### src/rtl/if_stage_if.sv
// Instruction-memory bus between the fetch stage (master) and the instruction memory (slave).
interface if_stage_if;
  logic [31:0] IM_Addr;
  logic        IM_Req;
  logic        IM_Ready;
  logic [31:0] IM_Data;

  modport master (output IM_Addr, IM_Req, input IM_Ready, IM_Data);
  modport slave  (input IM_Addr, IM_Req, output IM_Ready, IM_Data);
endinterface

### src/rtl/if_stage.sv
// Instruction fetch stage: PC register, next-PC selection, and a one-word hold buffer
// that keeps a fetched instruction stable while the decode stage is stalled.
//
// state | meaning
// FETCH | request IM at PC; word is presented combinationally when IM_Ready
// HOLD  | decode stalled; present buffered word, no memory request
module if_stage (
  input  logic         CLK,
  input  logic         Reset,
  input  logic         IF_Stall,
  input  logic [2:0]   PCsrc,
  input  logic [31:0]  BranchTarget,
  input  logic [31:0]  JumpTarget,
  input  logic [31:0]  JrTarget,
  if_stage_if.master   im,
  output logic [31:0]  IF_instruct,
  output logic [31:0]  IF_PCplus4,
  output logic         IF_Valid,
  output logic         IF_Flush
);

  localparam logic [31:0] PC_RESET = 32'h8000_0000;
  localparam logic [31:0] PC_ILLOP = 32'h8000_0004;
  localparam logic [31:0] PC_XADR  = 32'h8000_0008;

  typedef enum logic {FETCH, HOLD} state_t;

  state_t      state_q, state_d;
  logic [31:0] pc_q, pc_d;
  logic [31:0] buf_q, buf_d;
  logic [31:0] pc_seq;
  logic [31:0] redirect_pc;
  logic        redirect;
  logic        valid_raw;
  logic        consumed;

  // Bit 31 is the supervisor bit and never receives a carry from the increment.
  always_comb pc_seq = {pc_q[31], pc_q[30:0] + 31'd4};

  always_comb begin
    redirect    = 1'b0;
    redirect_pc = pc_seq;
    case (PCsrc)
      3'd1: begin
        redirect    = 1'b1;
        redirect_pc = {pc_q[31], 31'b0} | (BranchTarget & 32'h7FFF_FFFC);
      end
      3'd2: begin
        redirect    = 1'b1;
        redirect_pc = {pc_q[31], 31'b0} | (JumpTarget & 32'h7FFF_FFFC);
      end
      3'd3: begin
        // User mode cannot raise the supervisor bit through a register jump.
        redirect    = 1'b1;
        redirect_pc = JrTarget & {pc_q[31], 31'h7FFF_FFFC};
      end
      3'd4: begin
        redirect    = 1'b1;
        redirect_pc = PC_ILLOP;
      end
      3'd5: begin
        redirect    = 1'b1;
        redirect_pc = PC_XADR;
      end
      default: begin
        redirect    = 1'b0;
        redirect_pc = pc_seq;
      end
    endcase
  end

  always_comb valid_raw = (state_q == HOLD) ? 1'b1 : im.IM_Ready;
  always_comb consumed  = valid_raw && !IF_Stall;

  always_comb begin
    state_d = state_q;
    pc_d    = pc_q;
    buf_d   = buf_q;
    if (redirect) begin
      state_d = FETCH;
      pc_d    = redirect_pc;
      buf_d   = 32'h0;
    end else begin
      case (state_q)
        FETCH: begin
          if (im.IM_Ready && IF_Stall) begin
            state_d = HOLD;
            buf_d   = im.IM_Data;
          end else if (consumed) begin
            pc_d = pc_seq;
          end
        end
        HOLD: begin
          if (!IF_Stall) begin
            state_d = FETCH;
            pc_d    = pc_seq;
          end
        end
        default: state_d = FETCH;
      endcase
    end
  end

  always_ff @(posedge CLK or posedge Reset) begin
    if (Reset) begin
      state_q <= FETCH;
      pc_q    <= PC_RESET;
      buf_q   <= 32'h0;
    end else begin
      state_q <= state_d;
      pc_q    <= pc_d;
      buf_q   <= buf_d;
    end
  end

  // Outputs are forced to their idle values for as long as Reset is held.
  always_comb begin
    im.IM_Addr  = pc_q & 32'hFFFF_FFFC;
    im.IM_Req   = 1'b0;
    IF_Valid    = 1'b0;
    IF_Flush    = 1'b0;
    IF_instruct = 32'h0;
    IF_PCplus4  = PC_RESET + 32'd4;
    if (!Reset) begin
      im.IM_Req   = (state_q == FETCH);
      IF_Valid    = valid_raw;
      IF_Flush    = redirect;
      IF_instruct = (state_q == HOLD) ? buf_q : im.IM_Data;
      IF_PCplus4  = pc_seq;
    end
  end

endmodule

### src/flat_wrapper.sv
// flat-port wrapper written by rule: the top's interface ports become plain ports
module if_stage_flat 
  (CLK, Reset, IF_Stall, PCsrc, BranchTarget, JumpTarget, JrTarget, IF_instruct, IF_PCplus4, IF_Valid, IF_Flush, im_IM_Addr, im_IM_Req, im_IM_Ready, im_IM_Data);
  if_stage_if im_i ();
  input  logic CLK;
  input  logic Reset;
  input  logic IF_Stall;
  input  logic [2:0] PCsrc;
  input  logic [31:0] BranchTarget;
  input  logic [31:0] JumpTarget;
  input  logic [31:0] JrTarget;
  output logic [31:0] IF_instruct;
  output logic [31:0] IF_PCplus4;
  output logic IF_Valid;
  output logic IF_Flush;
  output wire logic [$bits(im_i.IM_Addr)-1:0] im_IM_Addr;
  output wire logic [$bits(im_i.IM_Req)-1:0] im_IM_Req;
  input wire logic [$bits(im_i.IM_Ready)-1:0] im_IM_Ready;
  input wire logic [$bits(im_i.IM_Data)-1:0] im_IM_Data;
  assign im_IM_Addr = im_i.IM_Addr;
  assign im_IM_Req = im_i.IM_Req;
  assign im_i.IM_Ready = im_IM_Ready;
  assign im_i.IM_Data = im_IM_Data;
  if_stage u_core (.CLK(CLK), .Reset(Reset), .IF_Stall(IF_Stall), .PCsrc(PCsrc), .BranchTarget(BranchTarget), .JumpTarget(JumpTarget), .JrTarget(JrTarget), .im(im_i), .IF_instruct(IF_instruct), .IF_PCplus4(IF_PCplus4), .IF_Valid(IF_Valid), .IF_Flush(IF_Flush));
endmodule
### config.mk
export PLATFORM = sky130hd
export DESIGN_NAME = if_stage_flat
export DESIGN_NICKNAME = d
export VERILOG_FILES = /design/src/rtl/if_stage_if.sv /design/src/rtl/if_stage.sv /design/src/flat_wrapper.sv
export SDC_FILE = /design/constraint.sdc
export NUM_CORES = 1
export LEC_CHECK = 0
export CAP_MARGIN = 20
export CORE_MARGIN = 5
export CORE_UTILIZATION = 44
export CTS_CLUSTER_SIZE = 16
export DETAILED_ROUTE_END_ITERATION = 16
export GPL_TIMING_DRIVEN = 0
export MAX_ROUTING_LAYER = met4
export PLACE_DENSITY = 0.87
export SLEW_MARGIN = 10
export SYNTH_ARGS = -nofsm -noshare
export SYNTH_HDL_FRONTEND = slang
export SYNTH_SLANG_ARGS = --single-unit
### constraint.sdc
create_clock -name CLK -period 5.7 [get_ports CLK]
set_input_delay 1.14 -clock CLK [delete_from_list [all_inputs] [get_ports CLK]]
set_output_delay 1.14 -clock CLK [all_outputs]
set_load 0.05 [all_outputs]
==> flow_summary.ini <==
[grt]
track_usage = 0.2805
overflow = 0
grt_pass1_vias = 5458
grt_pass1_wl_mm = 27.89
grt_max_degree = 65
antenna_found_initial = 0

[drt]
viasPerCell = 5.538
drt_iter0_drc = 444
drtAntennaViolNets = 0
wl_mm = 17.79
detail_route.wl_per_cell_um = 18.32
drc = 0
vias = 5377
first_pass_iters = 5

[sta]
worstMarginPinSlew_ns = 0.8916
setup_viol = 0
fin_ws_ns = 0.6941
max_freq_ghz = 0.1998
hold_violations = 0
drv_slew = 0
relSlewSlack = 0.4010
tns_ns = 0
rsz0062_at_grt = no
whs_ns = 0.5259
finalCritPeriodShare = 0.8782
finClkSkew_ns = 0.007802
post-route-min-period_ns = 5.006

[clock_tree]
holdBufCountCts = 0
cts_tree = built
root_buffer = clkbuf_8
post_cts_resized = 0
numCtsBuffers = 9
cts_setup_buffers = 0
clk_path_buf_depth = 2
clk_pin_slew_worst_paths_ns = 0.08
cts_sinks = 63
insertion_delay_ns = 0.35
h-tree-depth = 3

[placement]
place.gp.congestion = 0.8821
port_buffers = 218
placed_area_sq_um = 7013
dpl.hpwl_mm = 13.68
pre_cts_slack_ns = 0.7525

[layout]
nFillCells = 802
area_growth_pct = 55.79
finalInstanceArea_sq_um = 7239
drive_gt1_frac = 0.05030
seq_area_sq_um = 1578
mostFrequentLayoutCells = clkdlybuf4s50_1, nor2_1, nand2_1
nets = 967
layout_commonest_cell = clkdlybuf4s50_1
antenna_cells = 0
multi_input_area_sq_um = 2859

[logic_synthesis]
synth-seq-area-share = 0.3395
synth_area_sq_um = 4647
yosys_most_used_dff = dfrtp_1
synth_enable_flop_cells = 0
ys_async_sr_fraction = 1.000
synth_warnings = 0
ys_ff_latch = 63
syn_avg_cell_area_sq_um = 7.784
synthDistinctLibCells = 47
synthCells = 597

[die]
die_x_um = 112.8
ios = 234
start_util = 0.4501
core_area_sq_um = 10320
chipHeight_um = 112.8
fp-row-count = 37
dieArea_sq_um = 12720

[hold_path]
min_path_type = reg2reg

[power_and_ir_drop]
finalPower_mw = 1.685
ir_drop_v = 0.0001141
p_per_area_nw_per_um2 = 232.8
leakagePower_nw = 2.793

[setup_path]
crit_required_ns = 4.56
arrival_ns = 3.87
end_kind = primary output
cp_max_fo = 10
critPathKind = in2out
start_kind = primary input

[flow_run]
cap_violations = 0

[outcome]
status = finished, final reports clean
[where the power goes]
part           leakage [nW]  switching (mW)  internal [mW]
sequential            0.841          0.0521          0.486
combinational          1.85           0.429          0.273
clock                 0.105           0.199          0.247
total                  2.79           0.680           1.00
[per-layer routing]
layer	share of wire	vias to the layer above	global-route usage
li1	-	2505	-
met3	0.087	46	0.05455
met1	0.40	2533	0.3383
met5	0	-	-
met4	0.033	0	0.1058
met2	0.48	293	0.4656
[critical path: stages]
cell	delay [ns]
clkbuf_1	0.32
clkinv_1	0.29
clkbuf_1	0.36
ha_1	0.38
clkbuf_1	0.28
nor2b_1	0.28
nor2_1	0.07
clkdlybuf4s50_1	0.75
[cells in the mapped netlist (3+ instances only)]
cell       n  share of area
a21oi_1   61          0.066
a22oi_1    5         0.0081
and2_1     3         0.0040
and3_1     4         0.0054
buf_1      4         0.0032
buf_4      4         0.0065
clkbuf_1  37          0.030
dfrtp_1   62           0.33
inv_1      5         0.0040
mux2_2     5          0.012
mux2i_1   54           0.12
nand2_1   85          0.069
nand3_1   18          0.019
nand4_1   13          0.018
nor2_1    99          0.080
nor2b_1    5         0.0067
nor3_1     9         0.0097
o21ai_0   10          0.011
o22ai_1   23          0.031
or2_2      3         0.0040
or3_1      3         0.0040
xnor2_1   20          0.038
xor2_1    32          0.060
[registers in the layout, indices dropped and copies added (netlist names)]
register	count
u_core.buf_q	32
u_core.pc_q	30
u_core.state_q	1
[stage by stage]
step | util | instances
after global routing | 0.7012 | 971
after floorplan | - | 600
after CTS | 0.7008 | 970
after global placement | 0.6791 | 954
final | 0.7012 | 971
after detailed placement | 0.6793 | 954
[worst paths after layout]
kind	startpoint	endpoint	slack [ns]	cells past startpoint
max	PCsrc[1]	IF_Flush	0.69	8
max in group asynchronous	Reset	u_core.pc_q[21]	3.80	2
min reg2reg	u_core.buf_q[16]	u_core.buf_q[16]	0.53	2
min	u_core.buf_q[16]	u_core.buf_q[16]	0.53	2
max reg2reg	u_core.pc_q[2]	u_core.pc_q[18]	3.35	6
min in group asynchronous	Reset	u_core.buf_q[24]	1.34	2
[final cells by class]
| type | count | share of cell area |
|---|---|---|
| plain buffers | 48 | 0.02748 |
| clock buffers | 9 | 0.01711 |
| clock inverters | 7 | 0.01348 |
| inverters | 6 | 0.003457 |
| multi-input cells | 483 | 0.3949 |
| flip-flops and latches | 63 | 0.2179 |
| well taps | 136 | 0.02350 |
| repair buffers | 219 | 0.3021 |
[logic make-up (layout without fill, tap and decap cells)]
group | after synthesis | in the layout | share of synthesized area
and+or+nand+nor | 256 | 256 | 0.2461
AOI/OAI and AO/OA | 110 | 110 | 0.1341
DFF | 63 | 63 | 0.3395
muxes | 59 | 59 | 0.1284
buffers and inverters | 54 | 289 | 0.04765
xor gates and xnor gates | 52 | 52 | 0.09801
adders and majority gates | 2 | 2 | 0.005384
other | 1 | 4 | 0.0008070
(Power assumes the default switching activity.)
